[src/rtl/func_gen_seq_ctrl.sv]
// Function-generator sequence controller: channel config, shared sample addressing, generate enables.
// Optional one-shot pass mode (HOLD state, done_o pulse) is built only when FGEN_ONESHOT_EN is defined.
module func_gen_seq_ctrl #(
    parameter int unsigned NUM_CH = 4,
    parameter int unsigned ADDR_W = 8,
    parameter int unsigned DEPTH  = 256,
    localparam int unsigned CH_W  = (NUM_CH > 1) ? $clog2(NUM_CH) : 1
) (
    input  logic              clk,
    input  logic              rst_n,
    input  logic              en_low_i,
    input  logic              enh_conf_i,
    input  logic [CH_W-1:0]   ch_sel_i,
    input  logic [NUM_CH-1:0] ch_mask_i,
    input  logic              step_i,
    input  logic              oneshot_i,
    output logic [NUM_CH-1:0] enh_config_o,
    output logic [NUM_CH-1:0] enh_gen_o,
    output logic [ADDR_W-1:0] addr_o,
    output logic              clrh_addr_o,
    output logic              done_o
);

    localparam logic [ADDR_W-1:0] LAST_ADDR = ADDR_W'(DEPTH - 1);

    typedef enum logic [1:0] {StIdle, StConfi, StGen, StHold} state_e;

    state_e            state_q, state_d;
    logic [ADDR_W-1:0] addr_q, addr_d;
    logic [CH_W-1:0]   ch_q, ch_d;
    logic [NUM_CH-1:0] mask_q, mask_d;
    logic              oneshot_q, oneshot_d;
    logic [NUM_CH-1:0] config_q, config_d;
    logic [NUM_CH-1:0] gen_q, gen_d;
    logic              clr_q, clr_d;
    logic              done_q, done_d;
    logic              at_last;
    logic              pass_end;

    assign at_last = (addr_q == LAST_ADDR);

`ifdef FGEN_ONESHOT_EN
    assign pass_end = oneshot_q & step_i & at_last;
`else
    logic unused_oneshot;
    assign unused_oneshot = oneshot_q;
    assign pass_end       = 1'b0;
`endif

    always_comb begin
        state_d   = state_q;
        ch_d      = ch_q;
        mask_d    = mask_q;
        oneshot_d = oneshot_q;
        addr_d    = addr_q;

        if (enh_conf_i) begin
            state_d = StConfi;
        end else if (en_low_i) begin
            state_d = StIdle;
        end else if (state_q == StHold || (state_q == StGen && pass_end)) begin
            state_d = StHold;
        end else begin
            state_d = StGen;
        end

        if (state_d == StConfi && state_q != StConfi) begin
            ch_d = (32'(ch_sel_i) < NUM_CH) ? ch_sel_i : '0;
        end
        if (state_d == StGen && state_q != StGen) begin
            mask_d    = ch_mask_i;
            oneshot_d = oneshot_i;
        end

        // Any state change restarts the address, except that a finished pass parks on the last sample.
        if (state_d != state_q) begin
            addr_d = (state_d == StHold) ? LAST_ADDR : '0;
        end else if ((state_q == StConfi || state_q == StGen) && step_i) begin
            addr_d = at_last ? '0 : addr_q + 1'b1;
        end

        config_d = '0;
        for (int unsigned i = 0; i < NUM_CH; i++) begin
            config_d[i] = (state_d == StConfi) && (ch_d == CH_W'(i));
        end
        gen_d  = (state_d == StGen) ? mask_d : '0;
        clr_d  = (state_d == StIdle) || (state_d == StConfi);
        done_d = (state_q == StGen) && (state_d == StHold);
    end

    always_ff @(posedge clk or negedge rst_n) begin
        if (!rst_n) begin
            state_q   <= StIdle;
            addr_q    <= '0;
            ch_q      <= '0;
            mask_q    <= '0;
            oneshot_q <= 1'b0;
            config_q  <= '0;
            gen_q     <= '0;
            clr_q     <= 1'b0;
            done_q    <= 1'b0;
        end else begin
            state_q   <= state_d;
            addr_q    <= addr_d;
            ch_q      <= ch_d;
            mask_q    <= mask_d;
            oneshot_q <= oneshot_d;
            config_q  <= config_d;
            gen_q     <= gen_d;
            clr_q     <= clr_d;
            done_q    <= done_d;
        end
    end

    assign enh_config_o = config_q;
    assign enh_gen_o    = gen_q;
    assign addr_o       = addr_q;
    assign clrh_addr_o  = clr_q;
    assign done_o       = done_q;

endmodule

[config.mk]
export PLATFORM = sky130hd
export DESIGN_NAME = func_gen_seq_ctrl
export DESIGN_NICKNAME = d
export VERILOG_FILES = /design/src/rtl/func_gen_seq_ctrl.sv
export SDC_FILE = /design/constraint.sdc
export NUM_CORES = 1
export LEC_CHECK = 0
export BUFFER_PORTS_ARGS = -buffer_cell sky130_fd_sc_hd__buf_2
export CORE_MARGIN = 3
export CORE_UTILIZATION = 51
export CTS_CLUSTER_DIAMETER = 80
export DETAILED_ROUTE_END_ITERATION = 16
export PLACE_DENSITY = 0.77
export SETUP_SLACK_MARGIN = 0.2
export SYNTH_ARGS = -nofsm -noshare
export SYNTH_HDL_FRONTEND = slang
export SYNTH_SLANG_ARGS = --single-unit
export TNS_END_PERCENT = 50
[constraint.sdc]
create_clock -name clk -period 2.1 [get_ports clk]
set_clock_uncertainty 0.15 [all_clocks]
set_input_delay 0.105 -clock clk [delete_from_list [all_inputs] [get_ports clk]]
set_output_delay 0.105 -clock clk [all_outputs]
set_load 0.03 [all_outputs]
After elaboration in Yosys (flattened, before gate mapping)

Cells that the tools add are included.

$add $sub $neg: 1
Equality and inequality tests: 13
Multiplexer cells: 10
Reductions and logical operators: 13

Operator list:

| operator            | count |
|---|---|
| $mux 8              | 4 |
| $eq 2x2->1 const B  | 6 |
| $add 8x1->8 const B | 1 |
| $eq 8x8->1 const B  | 1 |
| $logic_and 1x1->1   | 8 |
| $mux 4              | 2 |
| $eq 2x1->1 const B  | 3 |
| $mux 2              | 3 |
| $logic_not 2->1     | 2 |
| $logic_or 1x1->1    | 2 |
| $ne 2x1->1 const B  | 1 |
| $ne 2x2->1          | 1 |
| $ne 2x2->1 const B  | 1 |
| $reduce_bool 2->1   | 1 |
| $mux 1              | 1 |

Register bits: 26
Input port bits: 12
Output and inout bits: 18
Logic and storage cells: 45

Depth between registers and ports, before layout

Gate-level depths: netlist of the first run.

Depth after elaboration: 9
Mapped depth: 6
Depth with buffers taken out: 6

Least setup slack after synthesis of the first run

OpenSTA, ideal clock, no wires.

Kind: register -> register
Start: reg state_q[0]
End: reg mask_q[0]
Setup time: 0.128 ns
Arrival time: 1.658 ns
Data required time: 1.822 ns
Setup slack: 0.164 ns
Stages on the path, launching flop included: 5
Path buffers: 0
Period minus slack after synthesis: 1.936 ns
Cell sequence: dfrtp_1 -> ha_1 -> or3_1 -> nor2_2 -> mux2_1

Word-level cells in the longest chain between the ends: 7
Elaborated cells between the ends (all ways): 8
Classes of those cells: eq/ne (3); mux (4); reduce/logical (1)

Ends and longest elaborated chain:

| element                  | RTL line | RTL |
|---|---|---|
| start: declaration       | 28       | `state_e state_q, state_d;` |
| start signal: assignment | 93       | `state_q <= StIdle;` |
| start signal: assignment | 103      | `state_q <= state_d;` |
| $eq 2x2->1               | 61       | `end else if (state_q == StHold \|\| (state_q == StGen && pass_end)) begin` |
| $mux 1                   | 61       |  |
| $mux 2                   | 59       | `end else if (en_low_i) begin` |
| $mux 2                   | 57       | `if (enh_conf_i) begin` |
| $eq 2x2->1               | 70       | `if (state_d == StGen && state_q != StGen) begin` |
| $logic_and 1x1->1 (*)    | 70       |  |
| $mux 4 (*)               | 70       |  |
| via mask_d[0]            | 31       | `logic [NUM_CH-1:0] mask_q, mask_d;` |
| end signal: assignment   | 106      | `mask_q <= mask_d;` |
| end: declaration         | 31       |  |

The timed path passes the listed nets; every way through them passes the cells marked *.
A chain may end at the register's enable or synchronous reset.

Final worst setup path of the first run

Start: reg state_q[0]
End: reg mask_q[3]

The elaborated chain is that of the path after synthesis.

==> impl_metrics.ini, run 1 <==
[power]
leakagePower_nw = 0.787
ir_worst_vdd_uv = 632
p_per_area_mw_per_mm2 = 703
total_power_mw = 1.14

[clock_network]
clk_pin_slew_ns = 0.14
cts_buffer_depth = 2
clock-root-buffer = clkbuf_4
clock_latency_ns = 0.32
ctsHtreeMaxLevel = 1
cts_tree = built
cts_buffers = 3
clkSinkCount = 26

[sta]
fin_crit_ns = 1.87
finalWorstSetupSlack_ns = 0.231
final-hold-violation-count = 0
rsz0062_at_grt = true
slew-limit-headroom_pct = 61.2
maxSlewViolCount = 0
fin_tns_setup_ns = 0
finalSetupViolations = 0
fmax_mhz = 535
finalCritPeriodShare_pct = 89.0
tightest_slew_ns = 0.582

[floorplanning]
die_h_um = 54.8
num_io_pins = 30
initial_utilization_pct = 54.5
die_w_um = 54.8
dieArea_sq_mm = 0.00301
rows = 17
core_area_sq_mm = 0.00223

[placed_design]
dp_hpwl_mm = 1.80
dp_slack_ns = 0.181
gp_congestion = 0.800
port_buffers = 28
postPlaceCellArea_sq_mm = 0.00140

[synth]
synthesis.nets = 128
ys_warn_count = 0
ys_dominant_reg_cell = dfrtp_1
ys_seq_area_share_pct = 53.5
netlist_area_sq_mm = 0.00122
ys_types = 35
yosys_register_bits = 26
ys_async_sr_fraction_pct = 100
avgSynthCellArea_sq_um = 10.9
yosys-top-cells-area = dfrtp_1, ha_1, mux2i_1
synthCells = 112
synth_top_cell_by_area = dfrtp_1
synth_top_area_share_pct = 53.5
synth_edf_count = 0

[setup_path]
worst_ep_required_time_ns = 2.16
r2r-start = state_q[0]
endpoint_kind = flip-flop
critical_path_class = reg2reg
worstPathMaxFanout = 6
rrSetupSlack_ns = 0.23
crit_start = state_q[0]
worst_setup_path_start_kind = flip-flop
arrival_ns = 1.93

[drt]
routed_wl_mm = 2.64
drtAntennaViolNets = 0
first_pass_iters = 4
drtIter0Drc = 17
wl_per_cell_um = 14.2
drc = 0
viasPerCell = 5.41
vias = 1007

[flow_run]
drv_cap = 0

[layout]
seq_area_sq_um = 651
final_cell_mix = buf_2, dfrtp_1, nor2_1, dlygate4sd3_1, nand2_1
fill_cells = 164
antenna_cells = 0
fin_nets = 175
multi_input_area_sq_um = 574
drive_gt1_share_pct = 33.5
final_common_cell = buf_2
area_growth_pct = 33.5
stdcell_area_sq_mm = 0.00162

[global_route]
antenna_found_initial = 0
overflow = 0
grt_pass1_wl_mm = 3.99
grt_pass1_vias = 924
track_usage_pct = 18.7
grt_max_degree = 27

[hold_path]
hp-class = in2reg
min_from = step_i

[outcome]
status = finished clean
==> cells by family after synthesis <==
family / share of synthesized area, %
AOI/OAI and AO/OA: 9.88
xor gates and xnor gates: 2.16
DFF: 53.5
muxes: 8.74
adders and majority gates: 4.12
buffers and inverters: 3.39
and+or+nand+nor: 18.2
==> worst paths after layout <==
check / end / cells after the start
setup reg to reg: mask_q[3] / 4
min in group asynchronous: enh_config_o[2] / 2
setup / recovery: mask_q[3] / 4
hold / removal: addr_o[3] / 5
hold reg to reg: mask_q[0] / 1
max in group asynchronous: enh_gen_o[2] / 2
==> stage by stage <==
stage	utilization [%]	instances	hold slack [ns]
2_1_floorplan	-	112	-0.341
3_3_place_gp	62.7	168	-0.0270
3_5_place_dp	62.7	168	-0.0127
4_1_cts	69.7	182	0.153
5_1_grt	72.7	186	0.128
6_report	72.7	186	0.128
==> worst max-delay path, stage by stage, from the launching register on <==
cell	delay (ns)
dfrtp_1	0.45
ha_2	0.24
or3_4	0.44
nor2_4	0.16
mux2_1	0.34
==> area by class of cell <==
class | count | area share, %
Tap cell | 28 | 2.16
Clock buffer | 3 | 1.39
Inverter | 7 | 1.62
Sequential cell | 26 | 40.1
Clock inverter | 1 | 1.85
Timing Repair Buffer | 44 | 17.6
Multi-Input combinational cell | 77 | 35.4
==> cells in the mapped netlist, types with 2 or more instances <==
cell type / instances
a21oi_1: 5
o21ai_1: 4
mux2_1: 4
and3_1: 2
nand2_1: 7
nand4_1: 2
nand2b_1: 2
nand3_1: 2
a211oi_1: 3
xor2_1: 2
o31ai_1: 2
dfrtp_1: 26
nor2_1: 12
mux2i_1: 5
ha_1: 4
inv_1: 6
nor4_1: 3
or2_1: 2
or3_1: 3
==> metal layers <==
layer | global-route usage (%) | up-vias | wire length [um] | part of all wire (%)
met5 | 0 | - | 0 | 0
met4 | 6.64 | 0 | 28 | 1.1
met3 | 3.00 | 4 | 156 | 5.9
met2 | 34.3 | 33 | 1320 | 50
met1 | 21.7 | 487 | 1130 | 43
li1 | - | 483 | - | -
==> flip-flops by register name, indices dropped and copies added (netlist names) <==
signal,cells
state_q,2
ch_q,2
enh_gen_o,4
mask_q,4
enh_config_o,4
clrh_addr_o,1
done_o,1
addr_o,8
==> where the power goes <==
part           switching [mW]  internal (mW)
Sequential             0.0252          0.544
Clock                   0.147          0.193
Combinational           0.135         0.0975
==> what timing repair did <==
action / in CTS / in global routing
setup buffers: 0 / 4
setup endpoints to repair: 12 / 14
endpoints found under the hold margin: 43 / 0
pin swaps: 0 / 4
hold buffers: 10 / 0
gates resized for setup: 1 / 7
(Power assumes the default switching activity.)
==> inputs of run 2 (changes only) <==
--- a/config.mk
+++ b/config.mk
@@ -6,7 +6,6 @@
 export NUM_CORES = 1
 export LEC_CHECK = 0
 export BUFFER_PORTS_ARGS = -buffer_cell sky130_fd_sc_hd__buf_2
-export CORE_MARGIN = 3
 export CORE_UTILIZATION = 51
 export CTS_CLUSTER_DIAMETER = 80
 export DETAILED_ROUTE_END_ITERATION = 16
==> run 2 against run 1 <==
Combinational power barely moved. Register-to-register slack got worse by 0.02 ns. Cell area fell by 1.2%. Non-clock buffer count fell by 4. Clock-buffer cell count rose by 1. Utilization fell by 0.84 points. Die area fell by 14%. First-iteration DRC count rose by 53%. Global-route usage rose by 2.0 points. Largest power group unchanged.
==> impl_metrics.ini, run 2 (same netlist as run 1, synthesis figures left out) <==
[sta]
finalCritPeriodShare_pct = 89.9
fmax_mhz = 530
whs_ns = 0.112
fin_tns_setup_ns = 0
tightest_slew_ns = 0.577
fin_crit_ns = 1.89
final-hold-violation-count = 0
finalSetupViolations = 0
slew-limit-headroom_pct = 61.5
maxSlewViolCount = 0
rsz0062_at_grt = true

[drt]
drtIter0Drc = 26
routed_wl_mm = 2.51
first_pass_iters = 4
vias = 987
drc = 0
viasPerCell = 5.42
drtAntennaViolNets = 0
wl_per_cell_um = 13.8

[layout]
drive_gt1_share_pct = 33.1
fin_nets = 171
antenna_cells = 0
area_growth_pct = 32.0
stdcell_area_sq_mm = 0.00161
utilization_pct = 71.9
largest_reg_flops = 8
final_common_cell = buf_2
final_cell_mix = buf_2, dfrtp_1, nor2_1, dlygate4sd3_1, nand2_1

[placed_design]
dp_hpwl_mm = 1.62
port_buffers = 28
gp_congestion = 0.779
postPlaceCellArea_sq_mm = 0.00140

[power]
ir_worst_vdd_uv = 463
combPwrFrac_pct = 21.8
clkPwrFrac_pct = 23.9
p_sw_mw = 0.306
sequentialPowerShare_pct = 54.3
switching_share_pct = 29.1
leakagePower_nw = 0.771
p_per_area_mw_per_mm2 = 655
p_int_mw = 0.746

[floorplanning]
num_io_pins = 30
core_area_sq_mm = 0.00223
dieArea_sq_mm = 0.00258
rows = 17
die_h_um = 50.8
die_w_um = 50.8
initial_utilization_pct = 54.5

[global_route]
antenna_found_initial = 0
overflow = 0
grt_pass1_vias = 928
track_usage_pct = 20.8
grt_pass1_wl_mm = 3.91
grt_max_degree = 27

[hold_path]
hp-class = in2reg

[clock_network]
clock_latency_ns = 0.32
clock-root-buffer = clkbuf_4
cts_buffers = 3
cts_buffer_depth = 2
ctsHtreeMaxLevel = 1
cts_tree = built
cts_setup_buffers = 0
clk_pin_slew_ns = 0.14
clkSinkCount = 26

[setup_path]
slowest_delay_ns = 0.48
arrival_ns = 1.95
critPathSlowestCell = dfrtp_2
worstPathMaxFanout = 6
worst_ep_required_time_ns = 2.16
endpoint_kind = flip-flop
worst_setup_path_start_kind = flip-flop
critical_path_class = reg2reg
cp_cell_sequence = ha_4 -> or3_4 -> nor2_4 -> mux2_1

[outcome]
status = finished clean

[flow_run]
drv_cap = 0
[run 2: cell types whose count changed in the layout (fill, tap and decap cells not counted)]
cell / previous run / this run
bufinv_16: 1 / 0
buf_4: 6 / 1
buf_6: 0 / 1
clkbuf_8: 0 / 1
dfrtp_2: 0 / 1
ha_4: 1 / 2
nand2b_2: 1 / 0
ha_2: 1 / 0
dfrtp_1: 26 / 25
xnor2_1: 1 / 0
xnor2_2: 0 / 1
nand2b_4: 1 / 2
[run 2: worst paths after layout]
check                                start         end  slack, ns  cells after the start
worst max-delay path            state_q[0]   mask_q[1]       0.21                      4
worst min-delay path                step_i   addr_o[3]       0.11                      5
worst max register to register  state_q[0]   mask_q[1]       0.21                      4
worst min register to register   mask_q[0]   mask_q[0]       0.36                      1
min in group asynchronous            rst_n     ch_q[1]       0.15                      2
max in group asynchronous            rst_n  state_q[0]       1.24                      2
[run 2: repair_timing]
item | 4_1_cts | 5_1_grt
gates resized for setup | 2 | 11
hold endpoints to repair | 43 | 0
hold buffers | 10 | 0
cloned | 0 | 0
endpoints found under the setup margin | 12 | 13
pin swaps | 0 | 5
[run 2: area by class of cell]
| cell class | instances | area [sq um] |
|---|---|---|
| sequential | 26 | 652 |
| multi-input combinational | 77 | 597 |
| timing repair buffer | 40 | 259 |
| fill | 175 | 628 |
| clock buffer | 4 | 36.3 |
| tap | 28 | 35.0 |
| inverter | 7 | 26.3 |
[run 2: stage by stage]
step / instances / power (mW) / setup WS (ns)
global placement: 168 / 0.765 / 0.200
detailed placement: 168 / 0.774 / 0.167
finish: 182 / 1.05 / 0.212
floorplan: 112 / 0.709 / 0.238
CTS: 182 / 1.04 / 0.196
global route: 182 / 1.11 / 0.174
[run 2: routing by layer]
layer	track usage, %	up-vias	part of all wire, %
met1	25.2	480	46
met4	8.33	0	0.84
li1	-	475	-
met3	3.57	4	4.0
met2	36.4	28	50
met5	0	-	0
[run 2: critical path, delay by kind of cell, from the launching register on]
| kind | cells | cell delay, ns |
|---|---|---|
| AND/OR/NAND/NOR | 2 | 0.59 |
| multiplexers | 1 | 0.35 |
| flip-flops | 1 | 0.48 |
| adder cells (fa/ha/maj) | 1 | 0.20 |
[run 2: power groups by stage]
stage | clock, mW | combinational [mW] | sequential, mW
after CTS | 0.258 | 0.212 | 0.569
after global routing | 0.284 | 0.250 | 0.576
after floorplan | 0 | 0.0904 | 0.619
after detailed placement | 0 | 0.195 | 0.578
after global placement | 0 | 0.190 | 0.575
final | 0.251 | 0.230 | 0.571
